==> config.mk <==
export PLATFORM = sky130hd
export DESIGN_NAME = lsu_bus_master_flat
export DESIGN_NICKNAME = d
export VERILOG_FILES = /design/src/rtl/lsu_bus_master_pkg.sv /design/src/rtl/lsu_bus_master_if.sv /design/src/rtl/lsu_load_ext.sv /design/src/rtl/lsu_bus_master.sv /design/src/flat_wrapper.sv
export SDC_FILE = /design/constraint.sdc
export NUM_CORES = 1
export LEC_CHECK = 0
export BUFFER_PORTS_ARGS = -buffer_cell sky130_fd_sc_hd__buf_4
export CAP_MARGIN = 10
export CORE_AREA = 10 10 111 113
export DETAILED_ROUTE_END_ITERATION = 10
export DIE_AREA = 0 0 121 123
export GPL_ROUTABILITY_DRIVEN = 1
export PLACE_DENSITY = 0.84
export SLEW_MARGIN = 20
export SYNTH_ARGS = -nofsm -noshare
export SYNTH_HDL_FRONTEND = slang
export SYNTH_SLANG_ARGS = --single-unit
==> constraint.sdc <==
create_clock -name clk_i -period 6.05 [get_ports clk_i]
set_clock_uncertainty 0.05 [all_clocks]
set_input_delay 0.9075 -clock clk_i [delete_from_list [all_inputs] [get_ports clk_i]]
set_output_delay 0.9075 -clock clk_i [all_outputs]
set_load 0.05 [all_outputs]
==> src/rtl/lsu_bus_master_pkg.sv <==
// lsu_bus_master_pkg: shared size encodings, data width and FSM state type for the LSU bus master
package lsu_bus_master_pkg;
  localparam int DATA_W = 32;
  localparam logic [1:0] HB_BYTE = 2'b00;
  localparam logic [1:0] HB_HALF = 2'b01;
  localparam logic [1:0] HB_WORD = 2'b10;
  typedef enum logic [1:0] {S_IDLE, S_REQ, S_RESP} state_t;
endpackage

==> src/rtl/lsu_bus_master_if.sv <==
// lsu_bus_master_if: req/gnt data bus between the LSU (master) and a target (slave)
// Signals: req, addr, hb, we, wdata driven by master; rdata (right-aligned per hb) and gnt driven by slave.
interface lsu_bus_master_if;
  import lsu_bus_master_pkg::*;
  logic              req;
  logic [DATA_W-1:0] addr;
  logic [1:0]        hb;
  logic              we;
  logic [DATA_W-1:0] wdata;
  logic [DATA_W-1:0] rdata;
  logic              gnt;
  modport master (output req, addr, hb, we, wdata, input rdata, gnt);
  modport slave  (input req, addr, hb, we, wdata, output rdata, gnt);
endinterface

==> src/rtl/lsu_load_ext.sv <==
// lsu_load_ext: combinational zero/sign extension of right-aligned load data by access size
// Ports: i_data raw data, i_hb size (00 byte, 01 half, 1x word), i_unsigned zero-extend select, o_data result.
module lsu_load_ext
  import lsu_bus_master_pkg::*;
(
  input  logic [DATA_W-1:0] i_data,
  input  logic [1:0]        i_hb,
  input  logic              i_unsigned,
  output logic [DATA_W-1:0] o_data
);
  logic w_sb, w_sh;
  assign w_sb = ~i_unsigned & i_data[7];
  assign w_sh = ~i_unsigned & i_data[15];
  assign o_data = i_hb == HB_BYTE ? {{24{w_sb}}, i_data[7:0]} :
                  i_hb == HB_HALF ? {{16{w_sh}}, i_data[15:0]} : i_data;
endmodule

==> src/rtl/lsu_bus_master.sv <==
// lsu_bus_master: single-outstanding load/store initiator on the req/gnt bus with timeout and load extension
// Core side: clk_i, rst_i (async active-high), valid_i/we_i/addr_i/size_i/unsigned_i/wdata_i in,
//   ready_o/done_o/err_o/rdata_o out. Bus side: lsu_bus_master_if.master port bus.
// Optional: define LSU_MISALIGN_TRAP_EN to fault misaligned half/word accesses without touching the bus.
module lsu_bus_master
  import lsu_bus_master_pkg::*;
#(
  parameter int TIMEOUT_CYCLES = 16,
  parameter int CNT_W          = 5
) (
  input  logic              clk_i,
  input  logic              rst_i,
  input  logic              valid_i,
  input  logic              we_i,
  input  logic [DATA_W-1:0] addr_i,
  input  logic [1:0]        size_i,
  input  logic              unsigned_i,
  input  logic [DATA_W-1:0] wdata_i,
  output logic              ready_o,
  output logic              done_o,
  output logic              err_o,
  output logic [DATA_W-1:0] rdata_o,
  lsu_bus_master_if.master  bus
);
  state_t            r_state;
  logic [CNT_W-1:0]  r_cnt;
  logic              r_ready, r_done, r_err, r_req, r_we, r_uns;
  logic [1:0]        r_hb;
  logic [DATA_W-1:0] r_addr, r_wdata, r_rdata, w_ext;
  lsu_load_ext u_ext (.i_data(bus.rdata), .i_hb(r_hb), .i_unsigned(r_uns), .o_data(w_ext));
`ifdef LSU_MISALIGN_TRAP_EN
  logic w_misalign;
  assign w_misalign = (size_i == HB_HALF && addr_i[0]) || (size_i[1] && addr_i[1:0] != 2'b00);
`endif
  always_ff @(posedge clk_i or posedge rst_i)
    if (rst_i) begin
      r_state <= S_IDLE;
      r_cnt   <= '0;
      r_ready <= 1'b1;
      r_done  <= 1'b0;
      r_err   <= 1'b0;
      r_req   <= 1'b0;
      r_we    <= 1'b0;
      r_uns   <= 1'b0;
      r_hb    <= '0;
      r_addr  <= '0;
      r_wdata <= '0;
      r_rdata <= '0;
    end else
      case (r_state)
        S_IDLE: if (valid_i) begin
          r_addr  <= addr_i;
          r_hb    <= size_i;
          r_we    <= we_i;
          r_wdata <= wdata_i;
          r_uns   <= unsigned_i;
          r_cnt   <= '0;
          r_ready <= 1'b0;
`ifdef LSU_MISALIGN_TRAP_EN
          if (w_misalign) begin
            r_state <= S_RESP;
            r_err   <= 1'b1;
          end else begin
            r_state <= S_REQ;
            r_req   <= 1'b1;
          end
`else
          r_state <= S_REQ;
          r_req   <= 1'b1;
`endif
        end
        S_REQ: if (bus.gnt) begin
          r_state <= S_RESP;
          r_req   <= 1'b0;
          r_done  <= 1'b1;
          if (!r_we) r_rdata <= w_ext;
        end else if (r_cnt == CNT_W'(TIMEOUT_CYCLES - 1)) begin
          r_state <= S_RESP;
          r_req   <= 1'b0;
          r_err   <= 1'b1;
        end else
          r_cnt <= r_cnt + 1'b1;
        S_RESP: begin
          r_state <= S_IDLE;
          r_done  <= 1'b0;
          r_err   <= 1'b0;
          r_ready <= 1'b1;
        end
        default: r_state <= S_IDLE;
      endcase
  assign ready_o   = r_ready;
  assign done_o    = r_done;
  assign err_o     = r_err;
  assign rdata_o   = r_rdata;
  assign bus.req   = r_req;
  assign bus.addr  = r_addr;
  assign bus.hb    = r_hb;
  assign bus.we    = r_we;
  assign bus.wdata = r_wdata;
endmodule

==> src/flat_wrapper.sv <==
// flat-port wrapper written by rule: the top's interface ports become plain ports
module lsu_bus_master_flat import lsu_bus_master_pkg::*;
#(
  parameter int TIMEOUT_CYCLES = 16,
  parameter int CNT_W          = 5
)
  (clk_i, rst_i, valid_i, we_i, addr_i, size_i, unsigned_i, wdata_i, ready_o, done_o, err_o, rdata_o, bus_req, bus_addr, bus_hb, bus_we, bus_wdata, bus_rdata, bus_gnt);
  lsu_bus_master_if bus_i ();
  input  logic clk_i;
  input  logic rst_i;
  input  logic valid_i;
  input  logic we_i;
  input  logic [DATA_W-1:0] addr_i;
  input  logic [1:0] size_i;
  input  logic unsigned_i;
  input  logic [DATA_W-1:0] wdata_i;
  output logic ready_o;
  output logic done_o;
  output logic err_o;
  output logic [DATA_W-1:0] rdata_o;
  output wire logic [$bits(bus_i.req)-1:0] bus_req;
  output wire logic [$bits(bus_i.addr)-1:0] bus_addr;
  output wire logic [$bits(bus_i.hb)-1:0] bus_hb;
  output wire logic [$bits(bus_i.we)-1:0] bus_we;
  output wire logic [$bits(bus_i.wdata)-1:0] bus_wdata;
  input wire logic [$bits(bus_i.rdata)-1:0] bus_rdata;
  input wire logic [$bits(bus_i.gnt)-1:0] bus_gnt;
  assign bus_req = bus_i.req;
  assign bus_addr = bus_i.addr;
  assign bus_hb = bus_i.hb;
  assign bus_we = bus_i.we;
  assign bus_wdata = bus_i.wdata;
  assign bus_i.rdata = bus_rdata;
  assign bus_i.gnt = bus_gnt;
  lsu_bus_master #(.TIMEOUT_CYCLES(TIMEOUT_CYCLES), .CNT_W(CNT_W)) u_core (.clk_i(clk_i), .rst_i(rst_i), .valid_i(valid_i), .we_i(we_i), .addr_i(addr_i), .size_i(size_i), .unsigned_i(unsigned_i), .wdata_i(wdata_i), .ready_o(ready_o), .done_o(done_o), .err_o(err_o), .rdata_o(rdata_o), .bus(bus_i));
endmodule
==> results.yml, run 1 <==
run_status:
  status: "finished clean"
worst_setup_path:
  crit-reg2reg-launch: "u_core.r_state[0]"
  critical_path_buf_inv_count: 1
  crit_slowest_cell: "dfrtp_1"
  critPathMaxStageDelay_ns: 0.96
  start_kind: "register"
  cp_top_family: "flip-flops"
  path_class: "reg -> out"
  endpoint_kind: "primary output"
  critPathLaunch: "u_core.bus.hb[1]"
  rr_endpoint: "u_core.bus.wdata[10]"
  crit_path_max_fanout: 28
  worstRegToRegCells: 4
  cp_cell_sequence: "buf_4"
  cp.required_ns: 5.09
  path_depth: 1
  arrival_ns: 1.67
  reg2reg_setup_slack_ns: 3.64
  worstSetupEndpoint: "bus_hb[1]"
placement:
  hpwlAfterDp_um: 9570
  globalplace.congestion: 0.885
  port_buffers: 206
timing:
  finalSetupViolations: 0
  hold_slack_ns: 0.445
  hold_viol_final: 0
  fin_crit_sh: 0.434
  fmax_mhz: 381
  max_slew.worst_pin.slew_ns: 0.926
  setup-tns-final_ns: 0
  drv_slew: 0
  rsz0062_at_grt: "false"
  slew_headroom: 0.383
  period_needed_ns: 2.62
global_route:
  grt_pass1_wl_um: 18900
  antenna_found_initial: 0
  grt-ovfl-total: 0
  grtUsageTotal: 0.160
  grt_pass1_vias: 3524
  grt_start_max_net_pins: 71
final_layout:
  nNetsFinal: 640
  layout_common_cells: "208 x buf_4, 110 x dfrtp_1, 76 x mux2_2"
  finish.utilization: 0.619
  drive_above_1_share: 0.568
  antenna_cells: 0
  mostFrequentLayoutCell: "buf_4"
  areaGrowthSynthToFinish_pct: 40.8
synthesis:
  synth-main-ff-cell: "dfrtp_1"
  async_flop_share: 1.00
  avgSynthCellArea_um2: 13.3
  ys_types: 31
  netlist_area_um2: 4460
  synth_edf_count: 0
  synth_top_family_by_area: "multiplexers"
  synth-xor-area-share: 0
  ys_seq_area_frac: 0.624
  synth_cells: 336
  ys_warn_count: 0
  synth_simple_gate_area_frac: 0.0694
  synthAdderAreaFrac: 0.00562
  synth_fp_nets: 442
  synth_compound_gate_area_share: 0.0722
  synthMuxAreaShare: 0.197
  synth-seq-cells: 111
clock_tree:
  path_clk_slew_ns: 0.09
  cts_setup_buffers: 0
  postCtsHoldBufs: 0
  numCtsBuffers: 9
  clock_latency_ns: 0.37
  htreeDepth: 3
  cts_tree: "built"
  cts_root_buffer: "clkbuf_8"
  clock-sinks: 111
  cts_buffer_depth: 2
  cts_resized: 0
flow_run:
  cap_viol_max_count: 0
die:
  core_um2: 10100
  rows: 37
  io_pins: 207
  initial_utilization: 0.439
  die-area_um2: 14900
  fp.dieW_um: 121
  dieHeight_um: 123
pwr:
  power_leakage_nw: 2.95
  p_total_mw: 3.85
  peakVddDrop_mv: 0.351
  switching_share: 0.491
  internal_power_mw: 1.96
  p_per_area_nw_per_um2: 614
  power.share.clock: 0.120
  sequentialPowerShare: 0.328
  switchingPower_mw: 1.89
  comb_power_share: 0.553
routing:
  wl_per_cell_um: 18.4
  vias_per_cell: 4.96
  vias: 3350
  drc_errors: 0
  detail_route.first_pass.iterations: 4
  drt_iter0_drc: 195
  antenna_left: 0
  wl_um: 12400
worst_hold_path:
  hold_path.class: "reg -> reg"
  worstHoldStart: "u_core.ready_o"
state kept, by name (all words and copies together), names as in the netlist:
register / count
u_core.rdata_o: 32
u_core.ready_o: 1
u_core.bus.req: 1
u_core.err_o: 1
u_core.bus.wdata: 32
u_core.done_o: 1
u_core.r_uns: 1
u_core.bus.hb: 2
u_core.r_cnt: 5
u_core.bus.we: 1
u_core.bus.addr: 32
u_core.r_state: 2
Yosys cell counts (3+ instances only):
cell type	instances	share of area
buf_4	4	0.0067
buf_2	11	0.012
o21a_1	8	0.013
nand2_1	21	0.018
inv_1	4	0.0034
a21oi_1	12	0.013
clkbuf_1	3	0.0025
a31oi_1	16	0.022
buf_6	3	0.0076
mux2_2	76	0.19
o21ai_0	9	0.010
dfrtp_1	110	0.62
nor2_1	35	0.029
cells by family after synthesis:
logic type	Yosys count
flip-flops	111
multiplexers	78
AND/OR/NAND/NOR	68
AO/OA/AOI/OAI	52
buffers and inverters	25
adder cells (fa/ha/maj)	2
power by group through the flow:
stage                     Clock (mW)  Combinational [mW]  Sequential (mW)
after global routing           0.508                2.23             1.31
after floorplan                    0               0.459             2.27
after global placement             0                2.11             1.26
after detailed placement           0                2.15             1.28
final                          0.461                2.13             1.26
after CTS                      0.474                2.15             1.26
per-layer routing:
metal | share of wire | routed length (um) | vias up | track usage
met2 | 0.49 | 6120 | 143 | 0.269
met3 | 0.10 | 1250 | 16 | 0.0702
li1 | - | - | 1559 | -
met1 | 0.39 | 4800 | 1632 | 0.176
met4 | 0.019 | 231 | 0 | 0.0588
met5 | 0 | 0 | - | 0
cell type report:
| type | instances | area (um^2) |
|---|---|---|
| clock buffer | 13 | 169 |
| clock inverter | 3 | 40.0 |
| tap | 136 | 170 |
| inverter | 4 | 17.5 |
| multi-input combinational | 200 | 1540 |
| sequential | 111 | 2780 |
| fill | 833 | 3870 |
| timing repair buffer | 208 | 1560 |
worst min-delay path by stage:
| stage | slack [ns] | to | depth (start not counted) |
|---|---|---|---|
| after CTS | 0.45 | u_core.ready_o | 2 |
| after global routing | 0.47 | u_core.ready_o | 2 |
| after floorplan | 0.38 | u_core.r_cnt[3] | 1 |
| after detailed placement | 0.44 | u_core.ready_o | 2 |
| final | 0.44 | u_core.ready_o | 2 |
| after global placement | 0.41 | u_core.r_cnt[3] | 1 |
metrics by stage:
step	std cells	cell area, um^2	worst slack, ns
after floorplan	336	4460	2.16
after global placement	659	6060	3.32
after detailed placement	659	6060	3.24
after CTS	675	6270	3.43
after global routing	675	6270	3.32
final	675	6270	3.43
No activity file was read; power rests on OpenSTA's default activity.
==> run 2, diff against run 1 <==
--- a/config.mk
+++ b/config.mk
@@ -7,11 +7,11 @@
 export LEC_CHECK = 0
 export BUFFER_PORTS_ARGS = -buffer_cell sky130_fd_sc_hd__buf_4
 export CAP_MARGIN = 10
-export CORE_AREA = 10 10 111 113
+export CORE_AREA = 10 10 114 116
 export DETAILED_ROUTE_END_ITERATION = 10
-export DIE_AREA = 0 0 121 123
+export DIE_AREA = 0 0 124 126
 export GPL_ROUTABILITY_DRIVEN = 1
-export PLACE_DENSITY = 0.84
+export PLACE_DENSITY = 0.83
 export SLEW_MARGIN = 20
 export SYNTH_ARGS = -nofsm -noshare
 export SYNTH_HDL_FRONTEND = slang
==> constraint.sdc (replaced) <==
create_clock -name clk_i -period 2.3 [get_ports clk_i]
set_clock_uncertainty 0.05 [all_clocks]
set_input_delay 0.345 -clock clk_i [delete_from_list [all_inputs] [get_ports clk_i]]
set_output_delay 0.345 -clock clk_i [all_outputs]
set_load 0.05 [all_outputs]
==> run 2 against run 1 <==
Against the previous run: via count decreased by 0.42%; count of clock-buffer cells in the layout down 3; cell count grew 1.2%; global-route usage shrank 0.87 points; combinational power rose to 2.7 times the previous value; register-to-register slack worse by 3.4 ns; die area grew 5.0%; routed wire length fell by 0.52%; critical path depth rose by 5; first-iteration DRC count fell by 23%; clock power grew to 3.2 times the previous value; sequential cell count unchanged; critical path type is now reg -> reg.
==> results.yml, run 2 (same netlist as run 1, synthesis figures left out) <==
timing:
  slew_headroom: 0.550
  hold_slack_ns: 0.0965
  max_slew.worst_pin.slew_ns: 0.673
  hold_viol_final: 0
  finalSetupViolations: 0
  fin_crit_sh: 0.885
  rsz0062_at_grt: "false"
  setup-tns-final_ns: 0
  drv_slew: 0
  period_needed_ns: 2.04
  fmax_mhz: 491
clock_tree:
  cts_setup_buffers: 0
  path_clk_slew_ns: 0.10
  cts_resized: 0
  clock_latency_ns: 0.37
  htreeDepth: 3
  cts_buffer_depth: 2
  cts_root_buffer: "clkbuf_8"
  clock-sinks: 111
  cts_tree: "built"
  postCtsHoldBufs: 0
  numCtsBuffers: 9
worst_setup_path:
  path_depth: 6
  reg2reg_setup_slack_ns: 0.26
  worstRegToRegCells: 6
  cp_top_family: "simple AND/OR/NAND/NOR gates"
  critPathLaunch: "u_core.r_cnt[0]"
  crit-reg2reg-launch: "u_core.r_cnt[0]"
  critical_path_buf_inv_count: 0
  worstSetupEndpoint: "u_core.r_cnt[3]"
  start_kind: "register"
  endpoint_kind: "register"
  critPathMaxStageDelay_ns: 0.45
  path_class: "reg -> reg"
  crit_path_frequent_cell: "ha_1"
  crit_slowest_cell: "dfrtp_1"
  arrival_ns: 2.29
  cp.required_ns: 2.55
  rr_endpoint: "u_core.r_cnt[3]"
  cp_cell_sequence: "ha_1, and3_1, ha_1, or2_2, nor3_1, mux2i_1"
  crit_path_max_fanout: 6
pwr:
  p_per_area_nw_per_um2: 1630
  comb_power_share: 0.543
  power_leakage_nw: 2.99
  switching_share: 0.479
  peakVddDrop_mv: 0.971
  switchingPower_mw: 4.99
  internal_power_mw: 5.43
  power.share.clock: 0.141
  sequentialPowerShare: 0.316
routing:
  drt_iter0_drc: 150
  wl_per_cell_um: 18.1
  wl_um: 12300
  vias: 3336
  vias_per_cell: 4.88
  antenna_left: 0
  drc_errors: 0
  detail_route.first_pass.iterations: 4
die:
  dieHeight_um: 126
  fp.dieW_um: 124
  die-area_um2: 15600
  io_pins: 207
  rows: 38
  initial_utilization: 0.416
  core_um2: 10700
worst_hold_path:
  hold_path.class: "in -> async"
global_route:
  grt_pass1_wl_um: 18800
  grt_pass1_vias: 3536
  grt-ovfl-total: 0
  grt_start_max_net_pins: 112
  antenna_found_initial: 0
  grtUsageTotal: 0.151
run_status:
  status: "finished clean"
final_layout:
  finalInstanceArea_um2: 6380
  fillCellCount: 874
  drive_above_1_share: 0.571
  fin_cells: 683
  areaGrowthSynthToFinish_pct: 43.2
  mostFrequentLayoutCell: "buf_4"
  layout_common_cells: "210 x buf_4, 110 x dfrtp_1, 76 x mux2_2"
  nNetsFinal: 644
  antenna_cells: 0
placement:
  globalplace.congestion: 0.833
  placed_area_um2: 6120
  dp.cells: 667
  port_buffers: 206
  hpwlAfterDp_um: 9620
flow_run:
  cap_viol_max_count: 0
## run 2: changes by cell type in the layout (fill, tap and decap cells not counted), sizes merged
cell	before	now
inv	4	3
clkbuf	13	10
buf	208	212
clkinvlp	0	2
bufinv	1	4
clkinv	2	1
## run 2: power groups by stage
stage	combinational (mW)	sequential, mW	clock (mW)
2_1_floorplan	1.21	5.96	0
3_3_place_gp	5.63	3.27	0
3_5_place_dp	5.73	3.33	0
4_1_cts	5.73	3.30	1.50
5_1_grt	5.92	3.41	1.58
6_report	5.66	3.30	1.47
## run 2: how the worst min path moves through the flow
| stage | start | to | slack, ns | cells after the start |
|---|---|---|---|---|
| CTS | rst_i | u_core.bus.addr[11] | 0.10 | 3 |
| finish | rst_i | u_core.bus.addr[12] | 0.1 | 3 |
| detailed placement | u_core.ready_o | u_core.ready_o | 0.42 | 2 |
| global placement | u_core.r_cnt[3] | u_core.r_cnt[3] | 0.41 | 1 |
| floorplan | u_core.r_cnt[3] | u_core.r_cnt[3] | 0.38 | 1 |
| global route | wdata_i[29] | u_core.bus.wdata[29] | 0.13 | 2 |
## run 2: worst reg2reg max path, delay by kind of cell (launching register included)
kind / cells / cell delay [ns]
AND/OR/NAND/NOR: 3 / 0.77
adder cells (fa/ha/maj): 2 / 0.49
flip-flops: 1 / 0.45
multiplexers: 1 / 0.21
## run 2: cell type report
class,count,area (um^2),share of cell area
Sequential cell,111,2780,0.435
Clock inverter,6,133,0.0208
Tap cell,140,175,0.0275
Clock buffer,10,128,0.0200
Inverter,4,18.8,0.00294
Timing Repair Buffer,212,1620,0.253
Multi-Input combinational cell,200,1530,0.240
## run 2: per-stage QoR
stage               power, mW  setup WS, ns  utilization
floorplan                7.17         0.484            -
global placement         8.91         0.403        0.572
detailed placement       9.06         0.330        0.572
CTS                      10.5         0.263        0.596
global route             10.9         0.160        0.596
finish                   10.4         0.265        0.596
## run 2: metal layers
layer,part of all wire,track usage,routed length (um)
met1,0.38,0.169,4630
met2,0.50,0.258,6140
met3,0.11,0.0536,1410
met4,0.013,0.0528,160
met5,0,0,0
